--- config.mk ---
export PLATFORM = sky130hd
export DESIGN_NAME = rc4_cipher_packer
export DESIGN_NICKNAME = d
export VERILOG_FILES = /design/src/rtl/rc4_cipher_packer.sv
export SDC_FILE = /design/constraint.sdc
export NUM_CORES = 1
export LEC_CHECK = 0
export ABC_AREA = 1
export BUFFER_PORTS_ARGS = -buffer_cell sky130_fd_sc_hd__buf_2
export CORE_ASPECT_RATIO = 1.4
export CORE_UTILIZATION = 50
export DETAILED_ROUTE_END_ITERATION = 6
export GPL_TIMING_DRIVEN = 0
export PLACE_DENSITY = 0.76
export SYNTH_ARGS = -nofsm -noshare
export SYNTH_HDL_FRONTEND = slang
export SYNTH_SLANG_ARGS = --single-unit
--- constraint.sdc ---
create_clock -name ap_clk -period 12.45 [get_ports ap_clk]
set_input_delay 0 -clock ap_clk [delete_from_list [all_inputs] [get_ports ap_clk]]
set_output_delay 0 -clock ap_clk [all_outputs]
set_load 0.005 [all_outputs]
--- src/rtl/rc4_cipher_packer.sv ---
// Word FIFO holding packed beats; head entry drives the output directly.
// Latency: a pushed entry is visible on rd_vld the cycle after the push edge.
// Backpressure: caller must not push when count == DEPTH; head holds while !rd_rdy.
module rc4_word_fifo #(
    parameter int W     = 37,
    parameter int DEPTH = 4
) (
    input  logic                     clk,
    input  logic                     rst_n,
    input  logic                     wr_vld,
    input  logic [W-1:0]             wr_dat,
    output logic                     rd_vld,
    input  logic                     rd_rdy,
    output logic [W-1:0]             rd_dat,
    output logic [$clog2(DEPTH):0]   count
);
    localparam int AW = $clog2(DEPTH);

    logic [W-1:0]  mem [DEPTH];
    logic [AW-1:0] wr_ptr;
    logic [AW-1:0] rd_ptr;
    logic          pop;

    assign rd_vld = (count != '0);
    assign pop    = rd_vld && rd_rdy;
    // Gate the head so an empty FIFO presents all-zero data.
    assign rd_dat = rd_vld ? mem[rd_ptr] : '0;

    always_ff @(posedge clk) begin
        if (wr_vld) begin
            mem[wr_ptr] <= wr_dat;
        end
    end

    always_ff @(posedge clk) begin
        if (!rst_n) begin
            wr_ptr <= '0;
            rd_ptr <= '0;
            count  <= '0;
        end else begin
            if (wr_vld) begin
                wr_ptr <= wr_ptr + AW'(1);
            end
            if (pop) begin
                rd_ptr <= rd_ptr + AW'(1);
            end
            count <= count + (AW + 1)'(wr_vld) - (AW + 1)'(pop);
        end
    end
endmodule

// Packs RC4 ciphertext bytes little-endian into 32-bit words with keep/last framing.
// Latency: m_tvalid rises the cycle after the edge accepting a word's last byte.
// Backpressure: full_n falls when the word FIFO is full; beats hold while !m_tready.
module rc4_cipher_packer #(
    parameter int FIFO_DEPTH = 4
) (
    input  logic        ap_clk,
    input  logic        ap_rst_n,
    input  logic        start,
    input  logic [31:0] size_in,
    output logic        busy,
    output logic        done,
    output logic [31:0] byte_count,
    input  logic [7:0]  ciphertext_in_V_din,
    output logic        ciphertext_in_V_full_n,
    input  logic        ciphertext_in_V_write,
    output logic [31:0] m_tdata,
    output logic [3:0]  m_tkeep,
    output logic        m_tlast,
    output logic        m_tvalid,
    input  logic        m_tready
);
    localparam int CW = $clog2(FIFO_DEPTH) + 1;

    localparam logic [1:0] S_IDLE  = 2'd0;
    localparam logic [1:0] S_RUN   = 2'd1;
    localparam logic [1:0] S_DRAIN = 2'd2;

    logic [1:0]    state;
    logic [31:0]   size_q;
    logic [31:0]   asm_q;
    logic [31:0]   asm_next;
    logic [31:0]   bc_next;
    logic [3:0]    push_keep;
    logic [1:0]    lane;
    logic          accept;
    logic          final_byte;
    logic          push_vld;
    logic [36:0]   push_dat;
    logic [CW-1:0] fifo_count;

    assign busy = (state != S_IDLE);
    assign ciphertext_in_V_full_n = (state == S_RUN) && (fifo_count < CW'(FIFO_DEPTH))
                                    && (byte_count < size_q);

    assign accept     = ciphertext_in_V_write && ciphertext_in_V_full_n;
    assign lane       = byte_count[1:0];
    assign bc_next    = byte_count + 32'd1;
    assign final_byte = accept && (bc_next == size_q);
    assign push_vld   = accept && ((lane == 2'd3) || final_byte);
    assign push_dat   = {final_byte, push_keep, asm_next};

    // Keep follows the lane being filled: a full word only pushes from lane 3.
    always_comb begin
        asm_next  = asm_q;
        push_keep = 4'b1111;
        case (lane)
            2'd0: begin asm_next[7:0]   = ciphertext_in_V_din; push_keep = 4'b0001; end
            2'd1: begin asm_next[15:8]  = ciphertext_in_V_din; push_keep = 4'b0011; end
            2'd2: begin asm_next[23:16] = ciphertext_in_V_din; push_keep = 4'b0111; end
            2'd3: begin asm_next[31:24] = ciphertext_in_V_din; push_keep = 4'b1111; end
        endcase
    end

    always_ff @(posedge ap_clk) begin
        if (!ap_rst_n) begin
            state      <= S_IDLE;
            size_q     <= '0;
            asm_q      <= '0;
            byte_count <= '0;
            done       <= 1'b0;
        end else begin
            done <= 1'b0;
            case (state)
                S_IDLE: begin
                    if (start) begin
                        if (size_in == 32'd0) begin
                            done <= 1'b1;
                        end else begin
                            size_q     <= size_in;
                            byte_count <= '0;
                            asm_q      <= '0;
                            state      <= S_RUN;
                        end
                    end
                end
                S_RUN: begin
                    if (accept) begin
                        byte_count <= bc_next;
                        asm_q      <= push_vld ? 32'd0 : asm_next;
                        if (final_byte) begin
                            state <= S_DRAIN;
                        end
                    end
                end
                S_DRAIN: begin
                    // The tlast beat is the only entry left once it handshakes.
                    if (m_tvalid && m_tready && m_tlast) begin
                        done  <= 1'b1;
                        state <= S_IDLE;
                    end
                end
                default: state <= S_IDLE;
            endcase
        end
    end

    rc4_word_fifo #(
        .W     (37),
        .DEPTH (FIFO_DEPTH)
    ) u_fifo (
        .clk    (ap_clk),
        .rst_n  (ap_rst_n),
        .wr_vld (push_vld),
        .wr_dat (push_dat),
        .rd_vld (m_tvalid),
        .rd_rdy (m_tready),
        .rd_dat ({m_tlast, m_tkeep, m_tdata}),
        .count  (fifo_count)
    );
endmodule

After elaboration in Yosys (flattened, before gate mapping)
Memory sizes are Yosys's and may differ from the RTL's. A register that Yosys moved wholly into a read port is not among the register bits.
Cells that the tools add are included.
{ "totals": {"out_inout_bits": 73, "word_cells": 72, "n_memories": 1, "ff_bits": 106, "ramBits": 148, "input_bits": 45} }
{ "memory_table": {"columns": ["memory", "depth", "word_bits", "read_ports", "rd_ports_with_merged_regs", "wr", "line", "source"], "rows": [
  ["u_fifo.mem", 4, 37, 1, 1, 1, "19", "logic [W-1:0] mem [DEPTH];"]
]} }
{ "classes": {"reduce_logical": 17, "mux": 27, "eq_ne": 11, "bitwise": 1, "n_lt_le_gt_ge": 2, "n_addsub": 5} }
{ "op_table": {"columns": ["cell", "n"], "rows": [
  ["32-bit two-way mux", 5],
  ["32-bit case mux with 2 select lines", 2],
  ["37-bit two-way mux", 1],
  ["32-bit by 1-bit adder with 32-bit output (second input constant)", 1],
  ["32-bit == test", 1],
  ["32-bit logical NOT", 1],
  ["32-bit less-than comparator", 1],
  ["8-bit two-way mux", 4],
  ["4-bit case mux with 4 select lines", 1],
  ["2-bit two-way mux", 7],
  ["2-bit inequality test (second input constant)", 5],
  ["1-bit logical AND", 7],
  ["2-bit == test (second input constant)", 3],
  ["2-bit case mux with 3 select lines", 1],
  ["1-bit two-way mux", 5],
  ["5-bit AND reduction", 1],
  ["2-bit by 1-bit adder with 2-bit output (second input constant)", 2],
  ["2-bit by 1-bit == test with 1-bit output (second input constant)", 2],
  ["2-bit logical NOT", 2],
  ["4-bit AND reduction", 1],
  ["2-bit nonzero test", 2],
  ["3-bit by 1-bit adder with 3-bit output", 1],
  ["3-bit less-than comparator (second input constant)", 1],
  ["3-bit AND reduction", 1],
  ["other kinds (5)", 5]
]} }

Longest topological paths before layout
{ "logic_depth": {"depth_word": 10, "depth_mapped": 20, "ltp_nobuf": 20} }

Hierarchy
A second synthesis with hierarchy kept.
{ "unflattened": {"hier_cells": 1653, "hier_area_um2": 13250.2} }
{ "by_module_without_submodules": {"columns": ["module", "cells_per_inst", "area_each_um2", "seq_area_each_um2", "instances"], "rows": [
  ["rc4_word_fifo", 646, 6737.7, 4624.4, 1],
  ["rc4_cipher_packer", 1007, 6512.5, 1981.9, 1]
]} }

Least setup slack after synthesis
OpenSTA, ideal clock, no wires.
{ "synth_path": {"kind": "register -> register", "start": "register byte_count[1]", "end": "memory u_fifo.mem[1][0] (enable)", "setup_slack_ps": 8353, "synth_period_minus_slack_ps": 4097, "t_arrival_ps": 3667, "path_buffers": 0, "required_ps": 12020, "setup_time_ps": 430, "path_stages_with_launch": 18, "cell_sequence": "dfxtp_1 ha_1 nand2_2 nor2_4 nand2_2 nor2_4 nand2_1 nand2_1 nand2_1 nand2_1 nand2_1 nor2_1 nand2_1 nor2_1 nand4_2 nand2_2 inv_2 nor2_1"} }
{ "synth_via": {"elab_chain_len": 8, "elab_cells_between_ends": 11, "cone_classes": "add/sub: 1; order compare: 1; eq/ne: 2; mux: 2; reduce/logical: 5"} }
{ "synth_rtl": {"columns": ["element", "line", "source"], "rows": [
  ["start: declaration", "64", "output logic [31:0] byte_count,"],
  ["start signal: assignment", "140", "byte_count <= bc_next;"],
  ["parallel branches: the longest is 5 deep, another holds 32-bit by 1-bit adder with 32-bit output", null, null],
  ["1-bit logical AND *", "101", "assign push_vld = accept && ((lane == 2'd3) || final_byte);"],
  ["named net push_vld", "89", "logic push_vld;"],
  ["1-bit two-way mux *", "30", "if (wr_vld) begin"],
  ["1-bit two-way mux (implied by the code) *", "31", "mem[wr_ptr] <= wr_dat;"],
  ["end: declaration", "19", null]
]} }
Mark *: on every way through the listed nets, which the timed path passes.

Final worst setup path
{ "layout_path": {"start": "register byte_count[1]", "end": "memory u_fifo.mem[1][35] (enable)"} }
Same word-level chain as after synthesis.

==> results_dict.tcl <==
set metrics [dict create \
    cts_hold_buf 41 \
    postcts_setup_bufs 0 \
    setup_viol 0 \
    tightestPinTransition_ns 0.9336 \
    timing.clock.skew_ns 0.01085 \
    globalplace.congestion 0.9833 \
    synth_compound_gate_area_share_pct 10.77 \
    synth-edff-count 144 \
    pin_count_of_the_biggest_net_entering_global_routing 22 \
    initial_antenna_violation_count 0 \
    crit_path_start_kind "register" \
    detail_route.wl_per_cell_um 17.26 \
    numPortBuffers 117 \
    area_delta_synth_final_pct 18.42 \
    critPathMaxFanout 21 \
    clock_tree.root_cell "sky130_fd_sc_hd__clkbuf_16" \
    final_period_utilization_pct 32.00 \
    hold_ws_ns 0.02137 \
    drive_gt1_share_pct 12.32 \
    pin_count 118 \
    grtUsageTotal_pct 27.72 \
    grt.overflow.total 0 \
    synth_seq_area_share_pct 51.34 \
    synth_top_family_by_area "simple AND/OR/NAND/NOR gates" \
    clkTransAtPathRegs_ns 0.06 \
    via_count 11430 \
    die_width_um 136.4 \
    drv.max_cap_violation_count 0 \
    yosys_most_used_dff "sky130_fd_sc_hd__edfxtp_1" \
    yosysUniqueCellTypes 37 \
    finalMaxSlewViolations 0 \
    initial_utilization_pct 51.03 \
    ir_worst_vdd_mv 0.1078 \
    wl_um 35690 \
    first_global_vias 11120 \
    synth_seq_cells 252 \
    postSynthCellCount 1547 \
    layout.nets 1823 \
    drt_iter0_drc 843 \
    ys.warnings.count 0 \
    mappedNetlistNets 1635 \
    wl_met2_um 18370 \
    yosys.area_share.xor_xnor_pct 0.06932 \
    worst_hold_path_type "in2reg" \
    max_slew_margin_pct 37.42 \
    detailedPlacementHpwl_um 25790 \
    antenna-diode-count 0 \
    post_cts.resized_instances 0 \
    timing.fmax_mhz 251.0 \
    aggregate_negative_setup_slack_ns 0 \
    final_hold_viol_count 0 \
    detailedRoute.firstPassIterationCount 7 \
    syn-mean-instance-area_sq_um 8.167 \
    m1WireLength_um 13150 \
    nFillCells 2146 \
    min_period_ns 3.984 \
    vertical_die_dimension_um 190.1 \
    clk-insertion-delay-late_ns 0.52 \
    muxShareOfSynthArea_pct 1.426 \
    crit_path_end_kind "register" \
    topRoutingLayerUsed "met4" \
    rsz_0062_raised_after_global_routing "false" \
    cp.arrival_ns 4.20 \
    grt_pass1_wl_um 55560 \
    utilization_pct 60.43 \
    number_of_nets_with_antenna_violations_after_routing 0 \
    post-route-drc-count 0 \
    required_ns 12.67 \
    status "finished, final reports clean" \
    timing_worst_setup_path_type "reg2reg" \
    power_per_cell_area_mw_per_mm2 143.5 \
    floorplan.core_area_sq_mm 0.02476 \
    met3_wirelength_um 2310 \
    detail_route.vias_per_cell 5.529 \
    netlist_area_sq_mm 0.01263 \
    synth_adder_area_share_pct 4.318 \
    clkSinkCount 252 \
    cts_htree_levels 1 \
    die_area_sq_mm 0.02592 \
    power_leakage_nw 6.017 \
    tritoncts.num_buffers 24 \
    std_cell_rows 68 \
    postSynth.asyncResetShare_pct 0 \
    yosys.area_share.simple_pct 26.39 \
    tritoncts "built" \
    cts_buffer_depth 3 \
]
==> critical path, stage by stage, from the launching register on <==
cell,delay [ns]
sky130_fd_sc_hd__dfxtp_1,0.49
sky130_fd_sc_hd__ha_1,0.39
sky130_fd_sc_hd__nand2_2,0.15
sky130_fd_sc_hd__nor2_4,0.21
sky130_fd_sc_hd__nand2_2,0.11
sky130_fd_sc_hd__nor2_4,0.26
sky130_fd_sc_hd__nand2_1,0.15
sky130_fd_sc_hd__nand3_1,0.11
sky130_fd_sc_hd__nand2_1,0.08
sky130_fd_sc_hd__inv_1,0.05
sky130_fd_sc_hd__nand2_1,0.04
sky130_fd_sc_hd__nor2_1,0.11
sky130_fd_sc_hd__nand2_1,0.09
sky130_fd_sc_hd__nor2_1,0.12
sky130_fd_sc_hd__nand4_2,0.21
sky130_fd_sc_hd__nand2_2,0.15
sky130_fd_sc_hd__inv_2,0.10
sky130_fd_sc_hd__nor2_4,0.60
sky130_fd_sc_hd__buf_16,0.24
==> sequential cells by signal, indices dropped and copies added, names as in the netlist, named ones only <==
| name | count |
|---|---|
| state | 2 |
| u_fifo.mem | 144 |
| byte_count | 32 |
| asm_q | 32 |
| u_fifo.rd_ptr | 2 |
| done | 1 |
| size_q | 32 |
| u_fifo.wr_ptr | 2 |
| u_fifo.count | 3 |
==> placed cells by master, fill, tap and decap left out, drive strengths merged, types with 42 or more instances in the layout <==
cell type    n
nand2      384
nor2       247
a21oi      156
edfxtp     144
buf        138
inv        114
o21ai      113
dfxtp      108
nand3       84
clkbuf      81
ha          42
==> cells by family (layout without fill, tap and decap cells) <==
| logic type | after synthesis | count (layout) |
|---|---|---|
| and+or+nand+nor | 782 | 782 |
| AOI/OAI and AO/OA | 271 | 271 |
| DFF | 252 | 252 |
| buffers and inverters | 182 | 388 |
| adders and majority gates | 43 | 43 |
| muxes | 16 | 16 |
| xor gates and xnor gates | 1 | 1 |
==> cells in the mapped netlist, types with 2 or more instances <==
| cell type | count | share of area (%) |
|---|---|---|
| sky130_fd_sc_hd__ha_1 | 42 | 4.2 |
| sky130_fd_sc_hd__buf_6 | 3 | 0.27 |
| sky130_fd_sc_hd__buf_2 | 7 | 0.28 |
| sky130_fd_sc_hd__nand2_4 | 2 | 0.18 |
| sky130_fd_sc_hd__clkinv_1 | 2 | 0.059 |
| sky130_fd_sc_hd__a21oi_1 | 156 | 6.2 |
| sky130_fd_sc_hd__nor2_2 | 9 | 0.45 |
| sky130_fd_sc_hd__inv_2 | 2 | 0.059 |
| sky130_fd_sc_hd__nand2_2 | 5 | 0.25 |
| sky130_fd_sc_hd__or2_2 | 2 | 0.099 |
| sky130_fd_sc_hd__nand4_1 | 40 | 2.0 |
| sky130_fd_sc_hd__o21ai_1 | 3 | 0.12 |
| sky130_fd_sc_hd__nor3b_1 | 2 | 0.12 |
| sky130_fd_sc_hd__inv_1 | 111 | 3.3 |
| sky130_fd_sc_hd__nand3_1 | 82 | 3.2 |
| sky130_fd_sc_hd__buf_1 | 6 | 0.18 |
| sky130_fd_sc_hd__mux2_2 | 16 | 1.4 |
| sky130_fd_sc_hd__nor4_1 | 10 | 0.50 |
| sky130_fd_sc_hd__nand2_1 | 377 | 11 |
| sky130_fd_sc_hd__clkbuf_1 | 50 | 1.5 |
| sky130_fd_sc_hd__nor2_4 | 6 | 0.53 |
| sky130_fd_sc_hd__nor2_1 | 232 | 6.9 |
| sky130_fd_sc_hd__dfxtp_1 | 108 | 17 |
| sky130_fd_sc_hd__nand3b_1 | 7 | 0.42 |
| sky130_fd_sc_hd__edfxtp_1 | 144 | 34 |
| sky130_fd_sc_hd__o21ai_0 | 110 | 4.4 |
| sky130_fd_sc_hd__nor3_1 | 3 | 0.12 |
==> final timing paths <==
| path | start | endpoint | slack [ns] | cells after the start |
|---|---|---|---|---|
| setup reg to reg | byte_count[1]$_SDFFE_PN0P_ | u_fifo.mem[1][35]$_DFFE_PP_ | 8.47 | 18 |
| setup / recovery | byte_count[1]$_SDFFE_PN0P_ | u_fifo.mem[1][35]$_DFFE_PP_ | 8.47 | 18 |
| hold / removal | ciphertext_in_V_din[1] | u_fifo.mem[2][17]$_DFFE_PP_ | 0.02 | 2 |
| hold reg to reg | asm_q[23]$_SDFFE_PN0P_ | asm_q[23]$_SDFFE_PN0P_ | 0.47 | 2 |
==> power breakdown <==
part | switching (mW) | internal (mW)
clock | 0.313 | 0.429
combinational | 0.329 | 0.170
sequential | 0.0113 | 0.895
==> area by class of cell <==
class                      count  area (sq um)  share of cell area (%)
sequential                   252          6486                   43.35
tap                          315         394.1                   2.634
clock buffer                  31         683.2                   4.566
clock inverter                13         116.4                  0.7777
inverter                     115         431.7                   2.885
timing repair buffer         162          1106                   7.393
buffer                        67         286.5                   1.915
multi-input combinational   1113          5458                   36.48
==> metrics by stage <==
step	worst slack (ns)	cells	power, mW	cell area [sq um]
final	8.466	2068	2.147	14960
after global routing	8.140	2068	2.240	14960
after CTS	8.458	2068	2.150	14960
after detailed placement	8.474	1983	1.409	13750
after global placement	6.603	1979	1.405	13610
after floorplan	8.353	1547	1.202	12630
==> per-layer routing <==
layer / track usage, % / vias up
met5: 0 / -
met4: 15.43 / 0
met3: 3.411 / 114
met2: 50.51 / 461
met1: 30.70 / 5290
li1: - / 5568
Power figures use the tool's default switching activity.
